<file path="src/rtl/cva6_obi_port_arbiter.sv">
// Round-robin arbiter that shares one OBI manager port among several requesters.
// An address phase that is presented but not yet granted is locked to its
// requester, so the payload stays stable. An in-order FIFO of source indices
// routes each downstream response back to the requester that issued it.
module cva6_obi_port_arbiter #(
  parameter int unsigned NumPorts       = 4,
  parameter int unsigned AddrWidth      = 64,
  parameter int unsigned DataWidth      = 64,
  parameter int unsigned IdWidth        = 4,
  parameter int unsigned MaxOutstanding = 4
) (
  input  logic                              clk_i,
  input  logic                              rst_ni,
  // upstream address phase
  input  logic                              port_req_i    [NumPorts],
  output logic                              port_gnt_o    [NumPorts],
  input  logic [AddrWidth-1:0]              port_addr_i   [NumPorts],
  input  logic                              port_we_i     [NumPorts],
  input  logic [DataWidth/8-1:0]            port_be_i     [NumPorts],
  input  logic [DataWidth-1:0]              port_wdata_i  [NumPorts],
  input  logic [IdWidth-1:0]                port_aid_i    [NumPorts],
  input  logic [5:0]                        port_atop_i   [NumPorts],
  // upstream response phase
  output logic                              port_rvalid_o [NumPorts],
  input  logic                              port_rready_i [NumPorts],
  output logic [DataWidth-1:0]              port_rdata_o  [NumPorts],
  output logic                              port_err_o    [NumPorts],
  output logic [IdWidth-1:0]                port_rid_o    [NumPorts],
  // downstream address phase
  output logic                              obi_req_o,
  input  logic                              obi_gnt_i,
  output logic [AddrWidth-1:0]              obi_addr_o,
  output logic                              obi_we_o,
  output logic [DataWidth/8-1:0]            obi_be_o,
  output logic [DataWidth-1:0]              obi_wdata_o,
  output logic [IdWidth-1:0]                obi_aid_o,
  output logic [5:0]                        obi_atop_o,
  // downstream response phase (in order)
  input  logic                              obi_rvalid_i,
  output logic                              obi_rready_o,
  input  logic [DataWidth-1:0]              obi_rdata_i,
  input  logic                              obi_err_i,
  input  logic [IdWidth-1:0]                obi_rid_i,
  // status
  output logic [$clog2(MaxOutstanding+1)-1:0] outstanding_o,
  output logic                              rsp_unexpected_o
);

  localparam int unsigned IdxW = (NumPorts > 1) ? $clog2(NumPorts) : 1;
  localparam int unsigned PtrW = (MaxOutstanding > 1) ? $clog2(MaxOutstanding) : 1;
  localparam int unsigned CntW = $clog2(MaxOutstanding + 1);

  logic [IdxW-1:0] rr_q, rr_d;
  logic            lock_q, lock_d;
  logic [IdxW-1:0] lock_idx_q, lock_idx_d;
  logic [IdxW-1:0] fifo_q [MaxOutstanding];
  logic [PtrW-1:0] wptr_q, wptr_d;
  logic [PtrW-1:0] rptr_q, rptr_d;
  logic [CntW-1:0] count_q, count_d;
  logic            unexp_q, unexp_d;

  logic            win_vld;
  logic [IdxW-1:0] win_idx;
  logic [IdxW-1:0] head_idx;
  logic            full, empty, push, pop;

  // Port index base+off, wrapped modulo the number of ports.
  function automatic logic [IdxW-1:0] wrap_add(input logic [IdxW-1:0] base, input int unsigned off);
    int unsigned s;
    s = (32'(base) + off) % NumPorts;
    return s[IdxW-1:0];
  endfunction

  // FIFO pointer increment; depth is a power of two so natural overflow wraps.
  function automatic logic [PtrW-1:0] ptr_inc(input logic [PtrW-1:0] p);
    return (MaxOutstanding == 1) ? '0 : p + PtrW'(1);
  endfunction

  assign full     = (count_q == CntW'(MaxOutstanding));
  assign empty    = (count_q == '0);
  assign head_idx = fifo_q[rptr_q];
  assign push     = obi_req_o & obi_gnt_i;
  assign pop      = obi_rvalid_i & obi_rready_o & ~empty;

  // Winner selection: locked requester first, else scan from rr_q+1 (last write wins = highest priority).
  always_comb begin
    win_vld = 1'b0;
    win_idx = rr_q;
    if (lock_q) begin
      win_vld = 1'b1;
      win_idx = lock_idx_q;
    end else begin
      for (int unsigned i = NumPorts; i >= 1; i--) begin
        if (port_req_i[wrap_add(rr_q, i)]) begin
          win_vld = 1'b1;
          win_idx = wrap_add(rr_q, i);
        end
      end
    end
  end

  // Downstream address phase and upstream grants; payload is zero when nobody is selected.
  always_comb begin
    obi_req_o   = win_vld & port_req_i[win_idx] & ~full;
    obi_addr_o  = '0;
    obi_we_o    = 1'b0;
    obi_be_o    = '0;
    obi_wdata_o = '0;
    obi_aid_o   = '0;
    obi_atop_o  = '0;
    port_gnt_o  = '{default: 1'b0};
    if (win_vld) begin
      obi_addr_o  = port_addr_i[win_idx];
      obi_we_o    = port_we_i[win_idx];
      obi_be_o    = port_be_i[win_idx];
      obi_wdata_o = port_wdata_i[win_idx];
      obi_aid_o   = port_aid_i[win_idx];
      obi_atop_o  = port_atop_i[win_idx];
    end
    port_gnt_o[win_idx] = obi_req_o & obi_gnt_i;
  end

  // Response routing to the FIFO head; with nothing tracked, responses are drained and dropped.
  always_comb begin
    port_rvalid_o = '{default: 1'b0};
    port_rdata_o  = '{default: '0};
    port_err_o    = '{default: 1'b0};
    port_rid_o    = '{default: '0};
    obi_rready_o  = 1'b0;
    if (empty) begin
      obi_rready_o = obi_rvalid_i;
    end else begin
      obi_rready_o            = port_rready_i[head_idx];
      port_rvalid_o[head_idx] = obi_rvalid_i;
      port_rdata_o[head_idx]  = obi_rdata_i;
      port_err_o[head_idx]    = obi_err_i;
      port_rid_o[head_idx]    = obi_rid_i;
    end
  end

  // Next state for round-robin pointer, lock, FIFO pointers and occupancy.
  always_comb begin
    rr_d       = rr_q;
    lock_d     = lock_q;
    lock_idx_d = lock_idx_q;
    wptr_d     = wptr_q;
    rptr_d     = rptr_q;
    count_d    = count_q;
    unexp_d    = obi_rvalid_i & empty;
    if (push) begin
      rr_d   = win_idx;
      lock_d = 1'b0;
      wptr_d = ptr_inc(wptr_q);
    end else if (obi_req_o) begin
      lock_d     = 1'b1;
      lock_idx_d = win_idx;
    end
    if (pop) begin
      rptr_d = ptr_inc(rptr_q);
    end
    case ({push, pop})
      2'b10:   count_d = count_q + CntW'(1);
      2'b01:   count_d = count_q - CntW'(1);
      default: count_d = count_q;
    endcase
  end

  // Control state registers.
  always_ff @(posedge clk_i or negedge rst_ni) begin
    if (!rst_ni) begin
      rr_q       <= IdxW'(NumPorts - 1);
      lock_q     <= 1'b0;
      lock_idx_q <= '0;
      wptr_q     <= '0;
      rptr_q     <= '0;
      count_q    <= '0;
      unexp_q    <= 1'b0;
    end else begin
      rr_q       <= rr_d;
      lock_q     <= lock_d;
      lock_idx_q <= lock_idx_d;
      wptr_q     <= wptr_d;
      rptr_q     <= rptr_d;
      count_q    <= count_d;
      unexp_q    <= unexp_d;
    end
  end

  // Source-index storage; entries are only meaningful between push and pop.
  always_ff @(posedge clk_i) begin
    if (push) begin
      fifo_q[wptr_q] <= win_idx;
    end
  end

  assign outstanding_o    = count_q;
  assign rsp_unexpected_o = unexp_q;

endmodule
</file>
<file path="config.mk">
export PLATFORM = sky130hd
export DESIGN_NAME = cva6_obi_port_arbiter
export DESIGN_NICKNAME = d
export VERILOG_FILES = /design/src/rtl/cva6_obi_port_arbiter.sv
export SDC_FILE = /design/constraint.sdc
export NUM_CORES = 1
export LEC_CHECK = 0
export CORE_AREA = 2 2 435 437
export DETAILED_ROUTE_END_ITERATION = 16
export DIE_AREA = 0 0 437 439
export HOLD_SLACK_MARGIN = 0.05
export SYNTH_ARGS = -nofsm -noshare
export SYNTH_HDL_FRONTEND = slang
export SYNTH_SLANG_ARGS = --single-unit
export TNS_END_PERCENT = 1
</file>
<file path="constraint.sdc">
create_clock -name clk_i -period 3.5 [get_ports clk_i]
set_clock_uncertainty 0.2 [all_clocks]
set_input_delay 0.525 -clock clk_i [delete_from_list [all_inputs] [get_ports clk_i]]
set_output_delay 0.525 -clock clk_i [all_outputs]
set_load 0.01 [all_outputs]
</file>
==> metrics.txt <==
outcome complete, but fails checks; violations in the final reports setup timing; Max Fanout on Critical Path 10; peak supply drop roughly 0.48 mV; post-placement setup slack -805 ps; initial core utilization roughly 4.2%; share of the synthesized area in the top cell type about a third; commonest register cell after synthesis dfrtp_1; gate count of the mapped netlist between 1,500 and 2,000; hold-fix buffer count after cts 0; DIE AREA around 190,000 µm²; largest area contributor in the netlist nand2_1; detailed-routing iteration count for the pre-antenna-repair pass 5; drt first-iter violations around 1,200; synthesized-area fraction occupied by and/or/nand/nor cells about four fifths; Synth top cells by count 669 x nand2_1, 294 x nand3_1, 290 x nor2_1; top area cells in the synthesized netlist nand2_1 32%, nand3_1 19%, nor2_1 14%; routability-driven placement congestion ratio around 1; required time of the critical path 2770 ps; CTS buffer count 3; CP arrival ~3000 ps; number of vias in the routed layout between 15,000 and 20,000; maximum clock insertion buffer count 2; CP startpoint kind register; CTS H-tree lvls 1; total of flip-flops plus latches after synthesis 21; maximum capacitance violations 0; layout cell share with drive strength beyond 1 around a fifth; Finish-stage setup viols 57; part of the Yosys area used for sequential elements under 10%; wire length of the first global-routing pass 153,000 µm; remaining global-route overflow 0; insertion delay to the later sink of the worst-skew pair ~250 ps; Critical Path End Type output pin; warnings from Yosys 0; nets in the synthesized netlist 2,333; die span in y ~440 µm; delay of the slowest critical-path stage between 500 and 600 ps; floorplan core area between 150,000 and 200,000 µm²; largest net degree at the start of global routing 61; main combinational cell family by area after synthesis simple AND/OR/NAND/NOR gates; fmax roughly 0.27 GHz; die boundary width ~440 µm; Static Leak just over 10 nW; dominant cell by count in the synthesized netlist nand2_1; overall routing resource usage 11.8%; post-layout min period between 3000 and 4000 ps; number of nets still failing antenna checks after routing 0; share of the synthesized netlist area taken by xor and xnor gates 0.666%; via count of the first global-routing pass between 15,000 and 20,000; antenna violations before repair 26; fraction of synthesis flops using an asynchronous set or reset pin about 62%; Final period util 104%; unrepaired setup endpoints after global routing yes; count of final hold-check violations 0; layout-stage area growth over the synthesis result 218%; Worst Max-Slew Pin Slew around 660 ps; Boundary Pins between 1,000 and 1,500; Worst path most repeated cell buf_12; Detailed Route WL around 120,000 µm; Hold/Removal Path Class reg -> reg; Synth cell types between 40 and 50; arithmetic-cell share of the synthesized area counting full adders, half adders and majority gates under 10%; sequence of cells on the critical path mux2i_4 -> o21ai_4 -> o31ai_4 -> buf_12 -> buf_12 -> buf_16 -> buf_12 -> buf_16 -> nand2_1 -> nand3_1 -> and3_4 -> buf_6; Power Dens Cells 1140 nW/µm²; EDFF count, synth 8; clock sink total 21; critical path class reg -> out; minimum setup slack in the final design -156 ps; area of the mapped netlist 7890 µm²; max-slew headroom at the worst pin between 50% and 60%; Total Power Consumption between 20 and 30 mW; mux cell area share after synthesis 1.57%; mean instance size in the synthesized netlist 4.76 µm²; HPWL reported at the end of detailed placement around 110,000 µm; detailed-route wire length per cell approximately 23 µm; clock edge transition at the registers on the reported setup and hold paths about 50 ps; # port buffers ~1,100; site row count roughly 160; number of placed instances with taps included around 5,200; TritonCTS clock tree yes; Vias/cell ~3.2; standard cell with the maximum stage delay on the critical path dfstp_2; final max-slew violation count 0; count of placed standard cells in the final layout, fillers left out 5,310; Residual DRC 0; number of nets in the final layout 3,481; fraction of the mapped netlist area in compound gates around 2.3%; Clock Root Buffer clkbuf_16
final cells by class:
cell class	instances	area [µm²]
fillers	21700	162000
repair buffers	1298	13500
clock buffers	4	78.8
flip-flops and latches	21	569
inverters	13	70.1
well taps	2495	3120
multi-input cells	1469	7730
diodes	10	25.0
what timing repair did:
item                       in CTS  in global routing
gates resized for setup       603                343
pin swaps                      15                 72
buffers inserted               25                 18
cloned                          6                  8
setup endpoints to repair     204                171
cells by family (layout without fill, tap and decap cells):
family | count (synthesis) | in the layout
XOR/XNOR | 6 | 6
other | 0 | 10
AO/OA/AOI/OAI | 23 | 23
buffers and inverters | 168 | 1315
multiplexers | 8 | 8
flip-flops | 21 | 21
adder cells (fa/ha/maj) | 6 | 6
AND/OR/NAND/NOR | 1426 | 1426
state kept, by name (all words and copies together) (netlist names):
signal	cells
fifo_q	8
outstanding_o	3
lock_idx_q	2
rptr_q	2
rr_q	2
wptr_q	2
lock_q	1
rsp_unexpected_o	1
path summary, 6_finish.rpt:
check | startpoint | endpoint | slack [ps] | depth (start not counted)
max | rr_q[1]$_DFFE_PN1P_ | obi_wdata_o[11] | -160 | 12
max reg2reg | rr_q[1]$_DFFE_PN1P_ | outstanding_o[2]$_DFFE_PN0P_ | 60 | 18
max in group asynchronous | rst_ni | rptr_q[0]$_DFFE_PN0P_ | 2180 | 1
min reg2reg | rptr_q[1]$_DFFE_PN0P_ | rptr_q[1]$_DFFE_PN0P_ | 320 | 1
min | rptr_q[1]$_DFFE_PN0P_ | rptr_q[1]$_DFFE_PN0P_ | 320 | 1
min in group asynchronous | rst_ni | rsp_unexpected_o$_DFF_PN0_ | 480 | 1
power breakdown:
group / switching [mW] / internal, mW / total [mW]
Clock: 0.0787 / 0.155 / 0.233
Sequential: 0.106 / 0.389 / 0.495
Combinational: 14.9 / 12.9 / 27.9
layout by cell type (no fill, tap or decap), types with 2 or more instances in the layout:
cell,n
clkdlybuf4s50_1,888
nand2_1,610
nand2_2,47
o21ai_0,4
xor2_1,3
nor2_4,3
or3_4,2
dlygate4sd2_1,57
edfxtp_1,8
nand2b_4,4
nand2_4,12
buf_6,79
clkdlybuf4s15_2,6
clkbuf_16,11
inv_1,11
buf_4,116
nor2_1,286
buf_2,39
ha_1,5
nand3_2,55
nand3_4,8
nor2b_1,2
and3_4,81
diode_2,10
clkbuf_2,19
xnor2_1,3
dfstp_2,2
mux4_2,3
a21oi_1,4
buf_16,9
buf_12,70
mux2i_1,2
and3_1,66
nand3_1,231
buf_8,6
nor3_1,4
and2_1,5
dfrtp_1,10
critical path: cells and delay by family, from the launching register on:
kind	cells	cell delay, ps
muxes	1	290
DFF	1	580
and+or+nand+nor	3	520
buffers and inverters	6	840
AOI/OAI and AO/OA	2	400
metrics by stage:
| step | setup TNS [ps] | utilization [%] | cell area (µm²) | hold WS, ps |
|---|---|---|---|---|
| 3_5_place_dp | -78640 | 12.4 | 23200 | 318 |
| 6_report | -2790 | 13.4 | 25100 | 323 |
| 4_1_cts | -5010 | 12.9 | 24100 | 330 |
| 5_1_grt | -11070 | 13.4 | 25100 | 361 |
| 3_3_place_gp | -79500 | 12.4 | 23200 | 315 |
| 2_1_floorplan | 0 | - | 7890 | 29.4 |
metal layers:
| metal | wire, µm | global-route usage [%] | share of wire, % |
|---|---|---|---|
| met1 | 47400 | 13.8 | 38 |
| met2 | 64400 | 22.0 | 52 |
| met3 | 7720 | 1.78 | 6.2 |
| met4 | 4060 | 3.14 | 3.3 |
| met5 | 103 | 0 | 0.083 |
(Power assumes the default switching activity.)
